### config.mk
export PLATFORM = sky130hd
export DESIGN_NAME = mdr_unit
export DESIGN_NICKNAME = d
export VERILOG_FILES = /design/src/rtl/cpu_pkg.sv /design/src/rtl/mdr_wait_timer.sv /design/src/rtl/mdr_unit.sv
export SDC_FILE = /design/constraint.sdc
export NUM_CORES = 1
export LEC_CHECK = 0
export BUFFER_PORTS_ARGS = -buffer_cell sky130_fd_sc_hd__buf_2
export CAP_MARGIN = 20
export CORE_UTILIZATION = 46
export CTS_BUF_LIST = sky130_fd_sc_hd__clkbuf_16
export CTS_CLUSTER_DIAMETER = 150
export CTS_CLUSTER_SIZE = 40
export DETAILED_ROUTE_END_ITERATION = 7
export PLACE_DENSITY_LB_ADDON = 0.2
export SYNTH_ARGS = -nofsm -noshare
export SYNTH_HDL_FRONTEND = slang
export SYNTH_SLANG_ARGS = --single-unit
### constraint.sdc
create_clock -name clock -period 1.8 [get_ports clock]
set_input_delay 0.09 -clock clock [delete_from_list [all_inputs] [get_ports clock]]
set_output_delay 0.09 -clock clock [all_outputs]
set_load 0.05 [all_outputs]
### src/rtl/cpu_pkg.sv
// Shared CPU datapath definitions: bus width, MDR handshake states and
// bus-multiplexer select codes used by the MDR, the bus mux and the encoder.
package cpu_pkg;

  localparam int WIDTH = 32;

  typedef enum logic [1:0] {
    IDLE    = 2'd0,
    RD_WAIT = 2'd1,
    WR_WAIT = 2'd2
  } mdr_state_e;

  // Bus multiplexer select code that routes MDRMuxIn onto the bus.
  localparam logic [4:0] SEL_MDR = 5'b1_0110;

endpackage

### src/rtl/mdr_wait_timer.sv
// Saturating wait-cycle counter for the MDR memory handshake; flags when the
// count has reached TIMEOUT_CYCLES. Only instantiated when MDR_TIMEOUT_EN is set.
module mdr_wait_timer #(
  parameter int TIMEOUT_CYCLES = 255,
  parameter int CNT_W          = 8
) (
  input  logic clock,
  input  logic clear,
  input  logic start_i,
  input  logic wait_i,
  output logic timeout_o
);

  localparam logic [CNT_W-1:0] LIMIT = CNT_W'(TIMEOUT_CYCLES);

  logic [CNT_W-1:0] cnt_q, cnt_d;

  // Restart on every accepted command; hold at LIMIT instead of wrapping.
  always_comb begin
    cnt_d = cnt_q;
    if (start_i) begin
      cnt_d = '0;
    end else if (wait_i && (cnt_q != LIMIT)) begin
      cnt_d = cnt_q + 1'b1;
    end
  end

  always_ff @(posedge clock) begin
    if (clear) begin
      cnt_q <= '0;
    end else begin
      cnt_q <= cnt_d;
    end
  end

  assign timeout_o = (cnt_q == LIMIT);

endmodule

### src/rtl/mdr_unit.sv
// Memory Data Register stage beside the bus mux, owning the memory read/write
// request/acknowledge handshake. Define MDR_TIMEOUT_EN to enable the wait timeout.
module mdr_unit
  import cpu_pkg::*;
#(
  parameter int WIDTH          = cpu_pkg::WIDTH,
  parameter int TIMEOUT_CYCLES = 255,
  parameter int CNT_W          = 8
) (
  input  logic             clock,
  input  logic             clear,
  input  logic [WIDTH-1:0] BusMuxOut,
  input  logic             MDRin,
  input  logic             mem_read,
  input  logic             mem_write,
  input  logic [WIDTH-1:0] Mdatain,
  input  logic             mem_ack,
  output logic             mem_rd_req,
  output logic             mem_wr_req,
  output logic [WIDTH-1:0] mem_wdata,
  output logic [WIDTH-1:0] MDRMuxIn,
  output logic             busy,
  output logic             done,
  output logic             err
);

  mdr_state_e       state_q, state_d;
  logic [WIDTH-1:0] mdr_q, mdr_d;
  logic             done_q, done_d;
  logic             abort;

  assign busy = (state_q != IDLE);

  // Command priority in IDLE is read > write > bus load; everything but
  // mem_ack and abort is ignored while a memory cycle is outstanding.
  always_comb begin
    state_d = state_q;
    mdr_d   = mdr_q;
    done_d  = 1'b0;
    case (state_q)
      IDLE: begin
        if (mem_read) begin
          state_d = RD_WAIT;
        end else if (mem_write) begin
          state_d = WR_WAIT;
        end else if (MDRin) begin
          mdr_d = BusMuxOut;
        end
      end
      RD_WAIT: begin
        if (mem_ack) begin
          mdr_d   = Mdatain;
          state_d = IDLE;
          done_d  = 1'b1;
        end else if (abort) begin
          state_d = IDLE;
          done_d  = 1'b1;
        end
      end
      WR_WAIT: begin
        if (mem_ack || abort) begin
          state_d = IDLE;
          done_d  = 1'b1;
        end
      end
      default: state_d = IDLE;
    endcase
  end

  always_ff @(posedge clock) begin
    if (clear) begin
      state_q <= IDLE;
      mdr_q   <= '0;
      done_q  <= 1'b0;
    end else begin
      state_q <= state_d;
      mdr_q   <= mdr_d;
      done_q  <= done_d;
    end
  end

`ifdef MDR_TIMEOUT_EN
  logic start;
  logic timeout;
  logic err_q, err_d;

  assign start = (state_q == IDLE) && (mem_read || mem_write);
  assign abort = timeout && !mem_ack;

  mdr_wait_timer #(
    .TIMEOUT_CYCLES(TIMEOUT_CYCLES),
    .CNT_W         (CNT_W)
  ) u_wait_timer (
    .clock    (clock),
    .clear    (clear),
    .start_i  (start),
    .wait_i   (busy && !mem_ack),
    .timeout_o(timeout)
  );

  // err is sticky from an abort until the next accepted memory command.
  always_comb begin
    err_d = err_q;
    if (start) begin
      err_d = 1'b0;
    end else if (busy && abort) begin
      err_d = 1'b1;
    end
  end

  always_ff @(posedge clock) begin
    if (clear) begin
      err_q <= 1'b0;
    end else begin
      err_q <= err_d;
    end
  end

  assign err = err_q;
`else
  assign abort = 1'b0;
  assign err   = 1'b0;
`endif

  assign mem_rd_req = (state_q == RD_WAIT);
  assign mem_wr_req = (state_q == WR_WAIT);
  assign mem_wdata  = mdr_q;
  assign MDRMuxIn   = mdr_q;
  assign done       = done_q;

endmodule

---- Word level (Yosys, flattened, before mapping) ----
Cells that the tools add are included.
word-level totals
  output and inout port bits .............. 69
  input port bits ......................... 70
  logic and storage cells ................. 29
  register bits ........................... 35
operators by class
  reduce and logical (&&, ||, !) cells .... 7
  bitwise gates (word level) .............. 1
  muxes and demuxes ....................... 10
  equal/unequal tests ..................... 8
operator list
  operator                                                                  number
  32-bit two-way mux                                                        4
  32-bit one-hot mux with 2 select lines                                    1
  2-bit inequality test (second input constant)                             4
  2-bit two-way mux                                                         3
  5-bit AND reduction                                                       1
  2-bit one-hot mux with 2 select lines                                     1
  2-bit nonzero test                                                        2
  2-bit OR reduction                                                        2
  3-bit inequality test (second input constant)                             1
  2-bit by 1-bit equality test with 1-bit output (second input constant)    1
  2-bit equality test (second input constant)                               1
  2-bit logical NOT                                                         1
  2-bit by 1-bit inequality test with 1-bit output (second input constant)  1
  2-bit AND reduction                                                       1
  1-bit two-way mux                                                         1
  1-bit NOT                                                                 1

---- Depth between registers and ports, before layout ----
  word-level depth ........................ 4
  gate-level depth with buffers ........... 8
  gate-level depth less buffers ........... 5

---- Least setup slack after synthesis ----
OpenSTA, ideal clock, no wires.
  path kind ............................... register to register
  start point ............................. register state_q[1]
  end point ............................... register mdr_q[10] (netlist: MDRMuxIn[10])
  path buffers ............................ 3
  required time ........................... 1.727 ns
  stages on the path, launching flop included .. 8
  clock period less this slack ............ 1.857 ns
  data arrival time ....................... 1.784 ns
  setup time .............................. 0.073 ns
  path slack .............................. -0.057 ns
  cells stage by stage .................... dfxtp_1 inv_1 ha_1 buf_4 buf_2 clkbuf_1 o2111ai_1 o211ai_2
on the way
  cells in the longest elaborated chain, start to end .. 3
  elaborated cells between the ends (all ways) .. 9
  those cells by class .................... eq/ne: 5; mux: 1; reduce/logical: 3
RTL lines
  element                                                                       RTL line        source
  from (decl)                                                                   mdr_unit.sv:27  mdr_state_e state_q, state_d;
  from (signal assigned)                                                        mdr_unit.sv:76  state_q <= state_d;
  2-bit by 1-bit equality test with 1-bit output (*)                            --
  via mem_rd_req                                                                mdr_unit.sv:18  output logic mem_rd_req,
  2-bit inequality test (no line) / 2-bit nonzero test (equally long branches)  --
  5-bit AND reduction (no line)                                                 --
  to (signal assigned)                                                          mdr_unit.sv:77  mdr_q <= mdr_d;
  to (decl)                                                                     mdr_unit.sv:28  logic [WIDTH-1:0] mdr_q, mdr_d;
The timed path passes the listed nets; every way through them passes the cells marked *.
A chain may end at the register's enable or synchronous reset.

---- Worst setup path after layout ----
  start point ............................. register state_q[0]
  end point ............................... register mdr_q[3] (netlist: MDRMuxIn[3])
on the way
  cells in the longest elaborated chain, start to end .. 3
  elaborated cells between the ends (all ways) .. 9
  those cells by class .................... eq/ne: 5; mux: 1; reduce/logical: 3
RTL lines
  element                                                                                     RTL line        source
  2-bit by 1-bit equality test with 1-bit output / 2-bit logical NOT (equally long branches)  mdr_unit.sv:40  case (state_q)
  2-bit inequality test (no line) / 2-bit nonzero test (equally long branches)                --
  5-bit AND reduction (no line)                                                               --
Several ways; a longest one is shown, not always the timed one.

==> results.tsv <==
stage	metric	value	unit
status	status	complete, no violations	
route	final wirelength	6.73	mm
sta	Final Hold Viols	0	
worst_setup_path	CP Capture Type	flop	
global_routing	global-route wire length before repair	10.8	mm
clock_tree	cts hold-fix bufs	0	
sta	Slew Viols, Final	0	
clock_tree	CTS Sinks	35	
route	TritonRoute pass-1 iters	6	
clock_tree	Inserted Clock Buffers	5	
place	PortBufs	137	
synth	yosys synthesis warning count	0	
synth	Syn Nets	358	
sta	Final Cycle Share	88.7	%
route	antenna-violating nets left	0	
route	DRC	0	
die	Rows	27	
synth	sequential-to-total area share from yosys stat	26.8	%
pwr	PwrDens	1100	nW/um^2
global_routing	largest net degree at the start of global routing	61	
die	Top Ports	139	
pwr	Leak	0.00145	uW
worst_setup_path	Crit path required time	1.93	ns
clock_tree	post-CTS sizing	0	
sta	RSZ-0062 raised after global routing	no	
worst_setup_path	critical-path maximum fanout	32	
sta	Peak Freq	0.627	GHz
pwr	Reg power frac	28.9	%
cells_and_area	layout cells sized above 1	51.6	%
worst_setup_path	WP data arrival	1.73	ns
route	drt wl/cell	15.2	microns
place	dpl cells	434	
route	via count	2679	
synth	post-synth top area cell	dfxtp_1	
worst_hold_path	Worst Hold Class	input pin to flop	
route	DR iter-0 viols	182	
synth	Syn Area/Cell	9.19	sq um
cells_and_area	FILL cells	523	
global_routing	GRT Resource Usage Total	22.0	%
clock_tree	CTS Root Cell	clkbuf_16	
pwr	clock share of power	23.0	%
route	DR vias/cell	6.06	
sta	Final TNS setup	0	ns
global_routing	grt ovf	0	
run	max_cap viols	0	
cells_and_area	n_diodes	0	
synth	top-count cell post-synth	dfxtp_1	
sta	Tightest Pin Transition	0.536	ns
synth	ys flop type	dfxtp_1	
synth	flops & latches, synth	35	
pwr	Gate power share	48.1	%
cells_and_area	P&R area growth vs syn	22.4	%
synth	Post-Syn Area	2620	sq um
place	routability cong.	0.795	
worst_setup_path	crit start category	flop	
clock_tree	clock tree buffer depth	2	
clock_tree	CTS clock-pin slew for the worst setup and hold paths	0.05	ns
pwr	P_int	1830	uW
synth	cells after synthesis	285	
pwr	Sw Share	48.4	%
worst_setup_path	critical path class	flop to flop	
synth	EDFF count, synth	0	
place	dpl hpwl	4.53	mm
clock_tree	setup bufs post-CTS	0	
clock_tree	CTS tree	yes	
die	die width	77.5	microns
cells_and_area	fin cells	442	
clock_tree	Worst-Skew Late Latency	0.27	ns
synth	post-synth top area share	26.8	%
cells_and_area	Final nets	442	
global_routing	number of global-route vias before repair	2348	
die	Core Area	5510	sq um
synth	Cell variety after synth	24	
synth	ranking of synthesized cells by area	dfxtp_1 (27%), o211ai_2 (14%), o2111ai_1 (11%)	
synth	Async SR Flop Fraction	0	%
die	Starting Density	47.6	%
die	Die Y	77.5	microns
sta	skew final	0.00366	ns
die	die area	6000	sq um
synth	most frequent cells after synthesis	dfxtp_1 (35), buf_4 (34), o211ai_1 (34), nand4_1 (32), o2111ai_1 (32)	
pwr	worst vdd ir	0.588	mV
global_routing	initial antenna violation count	0	
sta	Slew HR	64.3	%
sta	final setup violation count	0	
pwr	NetSw	1710	uW
sta	fin crit period	1.60	ns
clock_tree	H-tree depth	2	
layout by cell type (no fill, tap or decap), types with 2 or more instances in the layout:
cell type	synthesis	layout
o211ai_2	30	30
nand3b_1	26	26
and3_1	2	2
nand2b_1	3	3
o211ai_1	34	34
buf_4	34	6
dfxtp_1	35	35
ha_1	3	2
o2111ai_1	32	32
buf_12	0	2
nand4_1	32	32
or2_2	6	6
clkbuf_16	0	5
buf_2	12	137
a21o_1	2	2
inv_1	4	6
cells by family after synthesis:
family                   share of synthesized area [%]
AO/OA/AOI/OAI                                     36.4
adder cells (fa/ha/maj)                           1.43
buffers and inverters                             16.8
flip-flops                                        26.8
other                                            0.143
AND/OR/NAND/NOR                                   18.5
stage by stage:
stage                     total power (uW)  util [%]  area [sq um]  hold slack [ns]  worst slack, ns
after floorplan                       2510         -          2620            0.159            0.101
after global placement                2720      55.7          3070            0.305            0.236
after detailed placement              2740      55.7          3070            0.302            0.189
after CTS                             3550      58.2          3200           0.0153            0.187
after global routing                  3700      58.2          3200           0.0244           0.0660
final                                 3540      58.2          3200           0.0162            0.204
worst max-delay path, cell delays in order, from the launching register on:
cell      delay [ns]
dfxtp_1         0.31
inv_1           0.09
ha_1            0.24
nand2b_1        0.17
a22o_4          0.48
o211ai_1        0.17
power by group through the flow:
stage | clock network, uW | registers (uW) | logic [uW]
5_1_grt | 867 | 1040 | 1790
3_3_place_gp | 0 | 1030 | 1690
3_5_place_dp | 0 | 1040 | 1700
2_1_floorplan | 0 | 1430 | 1070
6_report | 812 | 1020 | 1700
4_1_cts | 817 | 1020 | 1710
layer usage:
metal  GRT usage [%]  vias to the layer above  wire (microns)
met5               0                        -               0
met4            6.98                        0              76
met3            3.88                        6             345
met2            36.1                       97            3270
met1            29.0                     1287            3030
li1                -                     1289               -
state kept, by name (all words and copies together) (netlist names):
signal and flops:
state_q 2, MDRMuxIn 32, done 1
final cells by class:
class / instances / area, sq um / area share (%)
Multi-Input combinational cell: 177 / 1490 / 46.4
Sequential cell: 35 / 701 / 21.9
Clock inverter: 3 / 12.5 / 0.390
Tap cell: 72 / 90.1 / 2.81
Inverter: 5 / 18.8 / 0.586
Clock buffer: 5 / 125 / 3.90
Timing Repair Buffer: 145 / 771 / 24.1
worst paths after layout:
| path | startpoint | to | slack (ns) | cells after the start |
|---|---|---|---|---|
| worst max-delay path | state_q[0] | MDRMuxIn[3] | 0.20 | 5 |
| worst min register to register | MDRMuxIn[16] | MDRMuxIn[16] | 0.53 | 2 |
| worst min-delay path | clear | state_q[0] | 0.02 | 2 |
| worst max register to register | state_q[0] | MDRMuxIn[3] | 0.20 | 5 |
Power figures use the tool's default switching activity.
